===== src/rtl/fetch_stage.sv =====
// Fetch stage with IF/ID pipeline register for the 5-stage MIPS pipeline.
// Selects the next PC, predecodes the F instruction for hazard detection, and drains on a halt word.
module fetch_stage #(
    parameter logic [31:0] RESET_PC     = 32'h0000_0000,
    parameter logic [31:0] HALT_WORD    = 32'hFFFF_FFFF,
    parameter int unsigned DRAIN_CYCLES = 4
) (
    input  logic        CLK,
    input  logic        reset,
    input  logic        StallF,
    input  logic        FlushD,
    input  logic        PCSrcD,
    input  logic        JumpD,
    input  logic        JumpRegD,
    input  logic [31:0] PCBranchD,
    input  logic [31:0] RsValD,
    input  logic [31:0] InstrF,
    output logic [31:0] PCF,
    output logic [31:0] InstrD,
    output logic [31:0] PCPlus4D,
    output logic        ValidD,
    output logic [4:0]  RsF,
    output logic [4:0]  RtF,
    output logic        RSDpdF,
    output logic        RTDpdF,
    output logic        BranchF,
    output logic        JumpRegF,
    output logic        HaltedOut
);

    localparam logic [2:0] DRAIN_MAX = 3'(DRAIN_CYCLES);

    typedef enum logic [1:0] {
        IFID_LOAD,
        IFID_HOLD,
        IFID_BUBBLE
    } ifid_op_t;

    logic        halt_f;
    logic [2:0]  drain_cnt;
    logic        redirect;
    logic        halt_latch;
    logic [31:0] pc_plus4;
    logic [31:0] jump_target;
    logic [31:0] pc_next;
    ifid_op_t    ifid_op;
    logic [5:0]  op;
    logic [5:0]  fn;

    assign op = InstrF[31:26];
    assign fn = InstrF[5:0];
    assign RsF = InstrF[25:21];
    assign RtF = InstrF[20:16];

    // Dependency flags are suppressed once halted so the hazard unit sees no readers.
    always_comb begin
        // NOTE: every output of a combinational block gets a default first, so no path can infer a latch.
        BranchF  = 1'b0;
        JumpRegF = 1'b0;
        RSDpdF   = 1'b1;
        RTDpdF   = 1'b0;
        if (op == 6'h04 || op == 6'h05) BranchF = 1'b1;
        if (op == 6'h00 && fn == 6'h08) JumpRegF = 1'b1;
        if (op == 6'h02 || op == 6'h03 || op == 6'h0F ||
            (op == 6'h00 && (fn == 6'h00 || fn == 6'h02 || fn == 6'h03)))
            RSDpdF = 1'b0;
        if ((op == 6'h00 && fn != 6'h08) || op == 6'h04 || op == 6'h05 || op == 6'h2B)
            RTDpdF = 1'b1;
        if (halt_f) begin
            BranchF  = 1'b0;
            JumpRegF = 1'b0;
            RSDpdF   = 1'b0;
            RTDpdF   = 1'b0;
        end
    end

    assign redirect    = !halt_f && (JumpRegD || JumpD || PCSrcD);
    assign halt_latch  = !halt_f && (InstrF == HALT_WORD) && !StallF && !redirect;
    assign pc_plus4    = PCF + 32'd4;
    assign jump_target = {PCPlus4D[31:28], InstrD[25:0], 2'b00};

    always_comb begin
        pc_next = PCF;
        if (halt_f || halt_latch) pc_next = PCF;
        else if (JumpRegD)        pc_next = RsValD;
        else if (JumpD)           pc_next = jump_target;
        else if (PCSrcD)          pc_next = PCBranchD;
        else if (StallF)          pc_next = PCF;
        else                      pc_next = pc_plus4;
    end

    // The halt word is replaced by a bubble so it never reaches Decode.
    always_comb begin
        ifid_op = IFID_LOAD;
        if (halt_f || halt_latch) ifid_op = IFID_BUBBLE;
        else if (FlushD)          ifid_op = IFID_BUBBLE;
        else if (StallF)          ifid_op = IFID_HOLD;
    end

    always_ff @(posedge CLK or posedge reset) begin
        // NOTE: sequential state uses non-blocking assignments so all registers update from pre-edge values.
        if (reset) begin
            PCF       <= RESET_PC;
            InstrD    <= 32'h0;
            PCPlus4D  <= 32'h0;
            ValidD    <= 1'b0;
            halt_f    <= 1'b0;
            drain_cnt <= 3'd0;
        end else begin
            PCF <= pc_next;
            case (ifid_op)
                IFID_BUBBLE: begin
                    InstrD   <= 32'h0;
                    PCPlus4D <= 32'h0;
                    ValidD   <= 1'b0;
                end
                IFID_LOAD: begin
                    InstrD   <= InstrF;
                    PCPlus4D <= pc_plus4;
                    ValidD   <= 1'b1;
                end
                default: ;
            endcase
            if (halt_latch) halt_f <= 1'b1;
            if (halt_f && drain_cnt != DRAIN_MAX) drain_cnt <= drain_cnt + 3'd1;
        end
    end

    assign HaltedOut = (drain_cnt == DRAIN_MAX);

endmodule


===== config.mk =====
export PLATFORM = sky130hd
export DESIGN_NAME = fetch_stage
export DESIGN_NICKNAME = d
export VERILOG_FILES = /design/src/rtl/fetch_stage.sv
export SDC_FILE = /design/constraint.sdc
export NUM_CORES = 1
export LEC_CHECK = 0
export BUFFER_PORTS_ARGS = -buffer_cell sky130_fd_sc_hd__buf_4
export CORE_UTILIZATION = 54
export DETAILED_ROUTE_END_ITERATION = 8
export PLACE_DENSITY = 0.86
export SYNTH_ARGS = -nofsm -noshare
export SYNTH_HDL_FRONTEND = slang
export SYNTH_SLANG_ARGS = --single-unit

===== constraint.sdc =====
create_clock -name CLK -period 4.3 [get_ports CLK]
set_input_delay 0.215 -clock CLK [delete_from_list [all_inputs] [get_ports CLK]]
set_output_delay 0.215 -clock CLK [all_outputs]
set_load 0.1 [all_outputs]

==> results of run 1 <==
where the power goes:
group	internal, mW	leakage (nW)	switching, mW	total (mW)
sequential	1.02	1.30	0.106	1.13
combinational	0.295	2.16	0.861	1.16
clock	0.223	0.0833	0.323	0.546
total	1.54	3.54	1.29	2.83
critical path: stages (launching register included):
cell and delay [ps]:
sky130_fd_sc_hd__dfrtp_1 520, sky130_fd_sc_hd__and4_1 450, sky130_fd_sc_hd__nand4_1 460, sky130_fd_sc_hd__nor3_1 540
sky130_fd_sc_hd__a31oi_1 160, sky130_fd_sc_hd__o32ai_1 290
worst max path at each step:
stage | cells past startpoint | startpoint | end | slack (ps)
global placement | 9 | JumpRegD | InstrD[21] | 1630
finish | 5 | PCF[9] | PCF[23] | 1770
global route | 5 | PCF[9] | PCF[23] | 1660
CTS | 5 | PCF[9] | PCF[23] | 1860
floorplan | 3 | InstrF[2] | JumpRegF | 750
detailed placement | 9 | JumpRegD | InstrD[1] | 1540
sequential cells by signal (all words and copies together), names as in the netlist:
register	count
halt_f	1
PCPlus4D	32
drain_cnt	3
ValidD	1
PCF	32
InstrD	32
kinds of logic (layout without fill, tap and decap cells):
logic type | after synthesis | after routing | synth area share [%]
AOI/OAI and AO/OA | 198 | 198 | 26.2
and+or+nand+nor | 189 | 189 | 18.4
DFF | 101 | 101 | 43.4
buffers and inverters | 74 | 259 | 6.02
xor gates and xnor gates | 22 | 22 | 3.31
muxes | 9 | 9 | 1.96
adders and majority gates | 3 | 3 | 0.645
cells in the final DEF (no fill, tap or decap), types with 5 or more instances in the layout:
master / Yosys / final
sky130_fd_sc_hd__a211oi_1: 8 / 8
sky130_fd_sc_hd__a21oi_1: 29 / 29
sky130_fd_sc_hd__a221o_1: 9 / 9
sky130_fd_sc_hd__a221oi_1: 10 / 10
sky130_fd_sc_hd__a22o_1: 45 / 45
sky130_fd_sc_hd__a31oi_1: 8 / 7
sky130_fd_sc_hd__a32o_1: 10 / 10
sky130_fd_sc_hd__and3_1: 6 / 6
sky130_fd_sc_hd__and4_1: 7 / 7
sky130_fd_sc_hd__buf_4: 12 / 223
sky130_fd_sc_hd__clkbuf_8: 0 / 10
sky130_fd_sc_hd__dfrtp_1: 101 / 101
sky130_fd_sc_hd__inv_1: 16 / 15
sky130_fd_sc_hd__nand2_1: 35 / 35
sky130_fd_sc_hd__nand2b_1: 16 / 16
sky130_fd_sc_hd__nand3_1: 22 / 22
sky130_fd_sc_hd__nand4_1: 13 / 13
sky130_fd_sc_hd__nor2_1: 33 / 33
sky130_fd_sc_hd__nor3_1: 15 / 15
sky130_fd_sc_hd__nor4_1: 8 / 8
sky130_fd_sc_hd__o211ai_1: 9 / 9
sky130_fd_sc_hd__o21ai_0: 16 / 16
sky130_fd_sc_hd__o22ai_1: 6 / 6
sky130_fd_sc_hd__o31a_1: 5 / 5
sky130_fd_sc_hd__o31ai_1: 9 / 9
sky130_fd_sc_hd__or3_1: 9 / 9
sky130_fd_sc_hd__xnor2_1: 17 / 17
sky130_fd_sc_hd__xor2_1: 5 / 5
repair_timing:
action,CTS,global route
hold buffers,1,0
buffers inserted,0,0
endpoints found under the hold margin,47,0
layer usage:
metal / vias to the layer above / track usage, %
met1: 2931 / 49.5
met4: 0 / 12.9
met2: 376 / 58.5
met3: 36 / 7.98
met5: - / 0
li1: 2642 / -
final cells by class:
type / count / area [µm²] / area share (%)
Multi-Input combinational cell: 421 / 2960 / 39.0
Sequential cell: 101 / 2530 / 33.3
Timing Repair Buffer: 225 / 1700 / 22.4
Tap cell: 136 / 170 / 2.24
Clock buffer: 13 / 149 / 1.96
Inverter: 19 / 73.8 / 0.972
Clock inverter: 2 / 10.0 / 0.132
per-stage QoR:
step                util [%]  total power, mW  std cells  setup WS (ps)  hold slack (ps)
global placement        71.6             2.28        901           1630              316
CTS                     73.2             2.82        917           1860             69.6
global route            73.2             2.92        917           1660             70.0
floorplan                  -             1.97        596            753              348
finish                  73.2             2.83        917           1770             73.4
detailed placement      71.6             2.29        901           1540              341
==> reports/results.env, run 1 <==
OUTCOME='completed'
DETAILEDPLACEMENTHPWL_UM=15000
GRT_MAX_DEGREE=55
DR.MAX_LAYER_USED='met4'
CRITICAL_PATH.ENDPOINT_TYPE='register'
BUFFER_PORTS.INSERTED=214
SETUP_VIOL=0
TIMING.FMAX_MHz=395
WORST_EP_ARRIVAL_TIME_PS=2790
SYNTH_TOP_CELLS_BY_COUNT='101 x sky130_fd_sc_hd__dfrtp_1, 45 x sky130_fd_sc_hd__a22o_1, 35 x sky130_fd_sc_hd__nand2_1, 33 x sky130_fd_sc_hd__nor2_1, 29 x sky130_fd_sc_hd__a21oi_1'
CTS.REPAIR.RESIZED=0
AREA_OF_THE_DIE_UM2=11200
GRT_PASS1_WL_UM=31400
NUM-NETS-FINAL=883
CTSROOTBUFFERMASTER='sky130_fd_sc_hd__clkbuf_8'
NUMBER_OF_DISTINCT_LIBRARY_CELL_VARIANTS_IN_THE_GATE_LEVEL_NETLIST_AFTER_SYNTHESIS=65
CTS-HTREE-LEVELS=3
YS_ASYNC_SR_FRACTION_PCT=100
FINALINSTANCEAREA_UM2=7590
DETAILROUTE.VIA_COUNT=5985
POST-SYNTH-TOP-AREA-FRACTION_PCT=43.4
CTS_MADE_BUFFERS=9
DRT_WL_TOTAL_UM=20400
SYNTH_FLOP_CELL='sky130_fd_sc_hd__dfrtp_1'
FIRST_PASS_ITERS=5
WORST_SETUP_HOLD_PATH_CLK_SLEW_PS=100
CRITPATHMAXFANOUT=9
GRT_UTIL_ALL_LAYERS_PCT=36.8
R2R_SLACK_PS=1770
SLEW_AT_THE_PIN_CLOSEST_TO_ITS_MAX_SLEW_LIMIT_PS=849
CLOCK_TREE_FROM_TRITONCTS='built'
CTS-ROOT-TO-SINK-BUFFERS=2
FINALSETUPTNS_PS=0
AVERAGE_WIRE_PER_CELL_IN_THE_ROUTED_DESIGN_UM=22.3
R2R_START='PCF[9]'
VIAS_PER_CELL=6.53
TOP_LEVEL_PORTS=215
TIMING.HOLD.WORST_PATH_DEPTH=2
SYN-INSTANCE-COUNT=596
CLOCK_SINKS=101
POWER.LEAKAGE_nW=3.54
EFFECTIVE_UTILIZATION_AT_FLOORPLAN_PCT=56.1
DETAILROUTE.WIRELENGTH.MET2_UM=9900
SYNTH_MOST_COMMON_CELL='sky130_fd_sc_hd__dfrtp_1'
R2R_WORST_PATH_DEPTH=5
HOLD_PATH_CLASS='in -> reg'
ANT_NETS=0
POST_SYNTH_MAIN_AREA_CONTRIBUTORS='sky130_fd_sc_hd__dfrtp_1 43%, sky130_fd_sc_hd__a22o_1 6.8%, sky130_fd_sc_hd__xnor2_1 2.6%'
DRIVE_ABOVE_1_SHARE_PCT=34.1
INSERTEDDIODECOUNT=0
HOLD_PATH_END='InstrD[9]'
CAPTURE_POINT_OF_THE_WORST_REG_TO_REG_PATH='PCF[23]'
SYNTH-SEQ-CELLS=101
FINALHOLDVIOLCOUNT=0
MAXCAPVIOLATIONS=0
YOSYS_WARNINGS=0
DIE_HEIGHT_UM=106
POST_SYNTH.CELL_AREA_AVG_UM2=9.76
PLACEDINSTANCEAREA_UM2=7420
RSZ0062_AT_GRT='no'
FLOORPLAN.CORE_AREA_UM2=10400
TIMING.FINAL.CRIT_PERIOD_PS=2530
BIGGEST_AREA_CONSUMER_AMONG_SYNTHESIZED_CELLS='sky130_fd_sc_hd__dfrtp_1'
POST_SYNTH_EDFFS=0
POST_ROUTE_DRC_VIOLATION_COUNT=0
CRITPATHLAUNCHTYPE='register'
POWER_DENSITY_nW_PER_UM2=373
SYNTHESIS.NETS=702
WORST_SLEW_MARGIN_REL_PCT=43.4
CLOCK_SKEW_PS=10.0
FINAL.PERIOD_UTILIZATION_PCT=58.9
DRT_ITER0_DRC=583
TYPE_OF_THE_SETUP_PATH_WITH_THE_LEAST_SLACK='reg -> reg'
MIN-DELAY-START='InstrF[9]'
FP-ROW-COUNT=37
DIE_WIDTH_UM=106
MET1WIRELENGTH_UM=8080
INSERTION_DELAY_PS=370
AREAGROWTHSYNTHTOFINISH_PCT=30.5
DR_WL_MET3_UM=1970
CP_DATA_REQUIRED_TIME_PS=4560
GRT_PASS1_VIAS=5780
OVERFLOW=0
GP_CONGESTION=0.910
SYNTH_SEQUENTIAL_AREA_RATIO_PCT=43.4
ANTENNA_VIOLATIONS_BEFORE_REPAIR=0
IRDROPWORSTVDD_uV=214
LAYOUT.FILLER_CELLS=781
TIMING_MAX_TRANSITION_VIOLATIONS_FINAL=0
TOTAL_STANDARD_CELL_AREA_AFTER_SYNTHESIS_UM2=5820
Power figures use the tool's default switching activity.
==> run 2, diff against run 1 <==
--- a/config.mk
+++ b/config.mk
@@ -6,9 +6,9 @@
 export NUM_CORES = 1
 export LEC_CHECK = 0
 export BUFFER_PORTS_ARGS = -buffer_cell sky130_fd_sc_hd__buf_4
-export CORE_UTILIZATION = 54
+export CORE_UTILIZATION = 45
 export DETAILED_ROUTE_END_ITERATION = 8
-export PLACE_DENSITY = 0.86
+export PLACE_DENSITY = 0.77
 export SYNTH_ARGS = -nofsm -noshare
 export SYNTH_HDL_FRONTEND = slang
 export SYNTH_SLANG_ARGS = --single-unit
==> constraint.sdc (replaced) <==
create_clock -name CLK -period 2.1 [get_ports CLK]
set_input_delay 0.105 -clock CLK [delete_from_list [all_inputs] [get_ports CLK]]
set_output_delay 0.105 -clock CLK [all_outputs]
set_load 0.1 [all_outputs]
==> run 2 against run 1 <==
- power rose by 130%
- sequential power up 100%
- sequential cell count did not move
- clock skew fell by 6.1 ps
- register-to-register slack got worse by 1700 ps
- die area increased by 20%
- via count rose by 5.2%
- maximum frequency grew 25%
- wire length increased by 8.6%
- hold slack worse by 67 ps
- highest routed layer unchanged
==> reports/results.env, run 2 (synthesized netlist as in run 1, its figures left out) <==
DIE_WIDTH_UM=116
ANT_NETS=0
AVERAGE_WIRE_PER_CELL_IN_THE_ROUTED_DESIGN_UM=21.7
FINAL.PERIOD_UTILIZATION_PCT=96.5
FP-ROW-COUNT=41
DETAILEDPLACE.WORSTSLACK_PS=2.78
CTS-HTREE-LEVELS=3
GRT_PASS1_VIAS=6056
CLOCK_SINKS=101
TIMING.FMAX_MHz=494
CP_DATA_REQUIRED_TIME_PS=2340
WORST_SETUP_HOLD_PATH_CLK_SLEW_PS=70
DETAILROUTE.VIA_COUNT=6295
BUFFER_PORTS.INSERTED=214
OUTCOME='completed'
POST_ROUTE_DRC_VIOLATION_COUNT=0
WORST_SLEW_MARGIN_REL_PCT=59.2
FLOORPLAN.CORE_AREA_UM2=12600
CLOCK_TREE_FROM_TRITONCTS='built'
INSERTEDDIODECOUNT=0
CRITICAL_PATH.ENDPOINT_TYPE='register'
CRITPATHLAUNCHTYPE='register'
POWER.LEAKAGE_nW=3.90
CTSROOTBUFFERMASTER='sky130_fd_sc_hd__clkbuf_16'
DIE_HEIGHT_UM=116
INSERTION_DELAY_PS=350
SLEW_AT_THE_PIN_CLOSEST_TO_ITS_MAX_SLEW_LIMIT_PS=611
TIMING_MAX_TRANSITION_VIOLATIONS_FINAL=0
DRT_WL_TOTAL_UM=22200
NUM-NETS-FINAL=948
RSZ0062_AT_GRT='no'
TIMING.FINAL.CRIT_PERIOD_PS=2030
SETUP_VIOL=0
EFFECTIVE_UTILIZATION_AT_FLOORPLAN_PCT=46.1
AREAGROWTHSYNTHTOFINISH_PCT=46.2
WORST_EP_ARRIVAL_TIME_PS=2260
LARGEST_REGISTERS='InstrD (32), PCF (32), PCPlus4D (32)'
GRT_PASS1_WL_UM=33800
GRT_MAX_DEGREE=48
FINAL_CELL_MIX='262 x sky130_fd_sc_hd__buf_4, 74 x sky130_fd_sc_hd__dfrtp_1, 45 x sky130_fd_sc_hd__a22o_1'
CRITPATHMAXFANOUT=8
VIAS_PER_CELL=6.18
GRT_UTIL_ALL_LAYERS_PCT=34.1
CTS_MADE_BUFFERS=9
DRT_ITER0_DRC=621
TIMING.HOLD.WS_PS=6.35
DRIVE_ABOVE_1_SHARE_PCT=41.9
MAXCAPVIOLATIONS=0
AREA_OF_THE_DIE_UM2=13400
CTS-ROOT-TO-SINK-BUFFERS=2
TOTAL_AREA_OF_MULTI_INPUT_COMBINATIONAL_CELLS_UM2=3050
FIRST_PASS_ITERS=5
TOP_LEVEL_PORTS=215
CLOCK_SKEW_PS=3.88
SEQ_AREA_UM2=2560
FINALHOLDVIOLCOUNT=0
LAYOUT_COMMONEST_CELL='sky130_fd_sc_hd__buf_4'
ANTENNA_VIOLATIONS_BEFORE_REPAIR=0
TYPE_OF_THE_SETUP_PATH_WITH_THE_LEAST_SLACK='reg -> reg'
GP_CONGESTION=0.898
HOLD_PATH_CLASS='in -> reg'
DETAILEDPLACEMENTHPWL_UM=16500
IRDROPWORSTVDD_uV=473
LAYOUT.FILLER_CELLS=1063
OVERFLOW=0
POWER_DENSITY_nW_PER_UM2=776
WORST_SLACK_PS=73.8
-- run 2: cell count changes in the layout (fill, tap and decap cells not counted), moves of 3 or more --
| cell | previous run | this run |
|---|---|---|
| sky130_fd_sc_hd__buf_4 | 223 | 262 |
| sky130_fd_sc_hd__dfrtp_1 | 101 | 74 |
| sky130_fd_sc_hd__dfrtp_2 | 0 | 27 |
| sky130_fd_sc_hd__dlygate4sd3_1 | 1 | 23 |
| sky130_fd_sc_hd__clkbuf_16 | 0 | 9 |
| sky130_fd_sc_hd__clkbuf_8 | 10 | 2 |
| sky130_fd_sc_hd__buf_12 | 1 | 5 |
| sky130_fd_sc_hd__clkbuf_1 | 3 | 0 |
| sky130_fd_sc_hd__clkinvlp_4 | 0 | 3 |
| sky130_fd_sc_hd__nor3_1 | 15 | 12 |
| sky130_fd_sc_hd__nor3_2 | 1 | 4 |
-- run 2: through the flow --
stage	utilization, %	TNS (ps)	power (mW)	area [µm²]	std cells
3_5_place_dp	62.9	0	4.82	7940	978
2_1_floorplan	-	-1120	4.08	5960	596
4_1_cts	67.2	0	6.59	8480	1017
6_report	67.4	0	6.60	8510	1019
3_3_place_gp	62.9	0	4.80	7940	978
5_1_grt	67.4	0	6.81	8510	1019
-- run 2: final cells by class --
type | count | share of cell area [%]
Timing Repair Buffer | 290 | 27.0
Tap cell | 172 | 2.53
Clock buffer | 11 | 2.97
Sequential cell | 101 | 30.1
Clock inverter | 5 | 0.691
Multi-Input combinational cell | 421 | 35.8
Inverter | 19 | 0.883
-- run 2: worst paths after layout --
kind                            startpoint            to  slack, ps  cells after the start
worst max-delay path                PCF[2]       PCF[26]         70                      6
worst min-delay path            InstrF[26]    InstrD[26]          6                      2
worst max register to register      PCF[2]       PCF[26]         70                      6
worst min register to register      ValidD        ValidD        480                      1
max in group asynchronous            reset    InstrD[20]       1110                      4
min in group asynchronous            reset  PCPlus4D[11]        370                      3
-- run 2: repair_timing --
action                     in CTS  in global routing
gates cloned                    0                  0
setup endpoints to repair       1                 36
pin swaps                       0                  2
setup buffers                   0                  2
hold buffers                   23                  0
hold endpoints to repair       46                  0
gates resized for setup         1                  4
-- run 2: critical path, cell delays in order, from the launching register on --
cell	delay, ps
sky130_fd_sc_hd__dfrtp_2	440
sky130_fd_sc_hd__ha_4	170
sky130_fd_sc_hd__and3_4	240
sky130_fd_sc_hd__nand2_2	90
sky130_fd_sc_hd__or3_4	430
sky130_fd_sc_hd__a311o_1	320
sky130_fd_sc_hd__a32o_1	210
-- run 2: power by group --
part	switching, mW	internal [mW]
clock network	0.765	0.990
registers	0.175	2.11
logic	1.85	0.711
total	2.79	3.81
-- run 2: layer usage --
metal / track usage [%] / routed length, µm / up-vias
met4: 15.7 / 753 / 0
li1: - / - / 2782
met3: 6.69 / 1980 / 56
met2: 53.6 / 10400 / 369
met1: 45.7 / 8980 / 3088
met5: 0 / 0 / -
==> run 3, diff against run 2 <==
==> config.mk (replaced) <==
export PLATFORM = sky130hd
export DESIGN_NAME = fetch_stage
export DESIGN_NICKNAME = d
export VERILOG_FILES = /design/src/rtl/fetch_stage.sv
export SDC_FILE = /design/constraint.sdc
export NUM_CORES = 1
export LEC_CHECK = 0
export CORE_UTILIZATION = 58
export DETAILED_ROUTE_END_ITERATION = 8
export DONT_BUFFER_PORTS = 1
export PLACE_DENSITY = 0.76
export SYNTH_ARGS = -nofsm -noshare
export SYNTH_HDL_FRONTEND = slang
export SYNTH_SLANG_ARGS = --single-unit
==> run 3 against run 2 <==
- hold slack better by 0.88 ps
- final cell count is 13% lower
- clock power is 27% lower
- global-route usage up 11 points
- power is 11% lower
- sequential cell count stayed put
- wire length increased by 7.9%
- combinational power shrank 9.0%
- largest power group unchanged
- first-iteration DRC count grew 14%
- clock-buffer cell count fell by 1
- critical endpoint is now RSDpdF
- core utilization increased by 12 points
==> reports/results.env, run 3 (synthesized netlist as in run 1, its figures left out) <==
INSERTEDDIODECOUNT=0
FINAL_CELL_MIX='127 x sky130_fd_sc_hd__buf_4, 74 x sky130_fd_sc_hd__dfrtp_1, 61 x sky130_fd_sc_hd__dlygate4sd3_1'
POWER_DENSITY_nW_PER_UM2=756
BUFFER_PORTS.INSERTED=0
GRT_MAX_DEGREE=102
POST_ROUTE_DRC_VIOLATION_COUNT=0
AVERAGE_WIRE_PER_CELL_IN_THE_ROUTED_DESIGN_UM=27.0
TIMING.FMAX_MHz=480
WORST_SETUP_HOLD_PATH_CLK_SLEW_PS=100
DRT_WL_TOTAL_UM=23900
TYPE_OF_THE_SETUP_PATH_WITH_THE_LEAST_SLACK='in -> out'
GRT_PASS1_WL_UM=34100
DRIVE_ABOVE_1_SHARE_PCT=29.3
DRT_ITER0_DRC=708
RSZ0062_AT_GRT='no'
TIMING.FINAL.CRIT_PERIOD_PS=2080
LAYOUT.FILLER_CELLS=620
FINALHOLDVIOLCOUNT=0
GRT_PASS1_VIAS=6194
CRITPATHLAUNCHTYPE='input port'
LARGEST_REGISTERS='InstrD (32), PCF (32), PCPlus4D (32)'
EFFECTIVE_UTILIZATION_AT_FLOORPLAN_PCT=59.8
ANTENNA_VIOLATIONS_BEFORE_REPAIR=0
IRDROPWORSTVDD_uV=685
MAXCAPVIOLATIONS=0
GRT_UTIL_ALL_LAYERS_PCT=45.2
SLEW_AT_THE_PIN_CLOSEST_TO_ITS_MAX_SLEW_LIMIT_PS=1070
TIMING.CRITICAL_PATH.SLOWEST_CELL_DELAY_PS=620
DETAILROUTE.VIA_COUNT=6231
AREA_OF_THE_DIE_UM2=10400
CTS-ROOT-TO-SINK-BUFFERS=2
TOTAL_AREA_OF_MULTI_INPUT_COMBINATIONAL_CELLS_UM2=3060
CRITICAL_PATH.ENDPOINT_TYPE='primary output'
TOP_LEVEL_PORTS=215
AREAGROWTHSYNTHTOFINISH_PCT=33.4
INSERTION_DELAY_PS=410
GP_CONGESTION=0.944
CTSROOTBUFFERMASTER='sky130_fd_sc_hd__clkbuf_8'
CLOCK_SKEW_PS=17.1
FIRST_PASS_ITERS=5
TIMING.CRITICAL_PATH.CELLS='or4_1 -> or3_1 -> a2111oi_0 -> buf_4 -> a311oi_4 -> buf_12'
CTS_MADE_BUFFERS=9
POWER.LEAKAGE_nW=3.36
FINALSETUPTNS_PS=0
DIE_WIDTH_UM=102
SEQ_AREA_UM2=2560
WORST_EP_ARRIVAL_TIME_PS=1980
CLOCK_SINKS=101
NUM-NETS-FINAL=854
CTS-HTREE-LEVELS=3
HOLD_PATH_CLASS='in -> reg'
WORST_SLEW_MARGIN_REL_PCT=28.2
FLOORPLAN.CORE_AREA_UM2=9730
OVERFLOW=0
DIE_HEIGHT_UM=102
FINISH.UTILIZATION_PCT=79.8
ANT_NETS=0
SLOWEST_CP_CELL='sky130_fd_sc_hd__or4_1'
TIMING.HOLD.WS_PS=7.23
FP-ROW-COUNT=36
LAYOUT_COMMONEST_CELL='sky130_fd_sc_hd__buf_4'
CLOCK_TREE_FROM_TRITONCTS='built'
TIMING_MAX_TRANSITION_VIOLATIONS_FINAL=0
DETAILEDPLACEMENTHPWL_UM=15400
VIAS_PER_CELL=7.03
SETUP_VIOL=0
CP_DATA_REQUIRED_TIME_PS=2000
FINAL.PERIOD_UTILIZATION_PCT=99.2
OUTCOME='completed'
CRITPATHMAXFANOUT=6
## run 3: changes by cell type in the layout (fill, tap and decap cells not counted), moves of 2 or more
cell,previous run,this run
sky130_fd_sc_hd__inv_6,0,3
sky130_fd_sc_hd__clkbuf_8,2,10
sky130_fd_sc_hd__clkbuf_16,9,0
sky130_fd_sc_hd__buf_12,5,7
sky130_fd_sc_hd__dlygate4sd3_1,23,61
sky130_fd_sc_hd__a2111oi_0,0,2
sky130_fd_sc_hd__buf_4,262,127
## run 3: path summary, 6_finish.rpt
| kind | endpoint | start | cells past startpoint | slack, ps |
|---|---|---|---|---|
| max in group asynchronous | PCF[23] | reset | 3 | 1330 |
| max | RSDpdF | InstrF[27] | 6 | 20 |
| min reg2reg | PCPlus4D[16] | PCPlus4D[16] | 1 | 530 |
| min | PCF[6] | RsValD[6] | 2 | 7 |
| min in group asynchronous | PCPlus4D[5] | reset | 3 | 310 |
| max reg2reg | PCF[20] | PCF[2] | 6 | 90 |
## run 3: metal layers
layer  routed length, µm  up-vias  track usage (%)  part of all wire, %
li1                    -     2586                -                    -
met1                8840     3040             56.1                   37
met2               11400      500             72.0                   47
met3                2660      105             12.7                   11
met4                1060        0             23.8                  4.4
met5                   0        -                0                    0
## run 3: area by class of cell
type,count,share of cell area (%)
Sequential cell,101,33.0
Timing Repair Buffer,195,22.0
Tap cell,133,2.14
Multi-Input combinational cell,422,39.5
Clock inverter,6,0.693
Clock buffer,10,1.77
Inverter,19,0.967
## run 3: worst max-delay path: cells and delay by family
family	cells	cell delay (ps)
buf+inv	2	410
simple gates	2	1040
compound gates	2	410
## run 3: what timing repair did
action	4_1_cts	5_1_grt
hold endpoints to repair	169	0
hold buffers	61	0
gates resized for setup	0	1
setup endpoints to repair	0	23
setup buffers	0	1
## run 3: power breakdown
group	switching, mW	internal, mW	leakage, nW
registers	0.154	2.11	1.27
logic	1.75	0.587	2.00
clock network	0.789	0.487	0.0958
total	2.69	3.18	3.36
## run 3: stage by stage
| stage | power (mW) | setup slack [ps] | cell area (µm²) | std cells |
|---|---|---|---|---|
| floorplan | 4.08 | -364 | 5960 | 596 |
| global placement | 4.43 | 142 | 6940 | 807 |
| detailed placement | 4.47 | 127 | 6940 | 807 |
| CTS | 5.80 | 80.0 | 7740 | 884 |
| global route | 6.00 | 21.7 | 7760 | 886 |
| finish | 5.87 | 15.8 | 7760 | 886 |
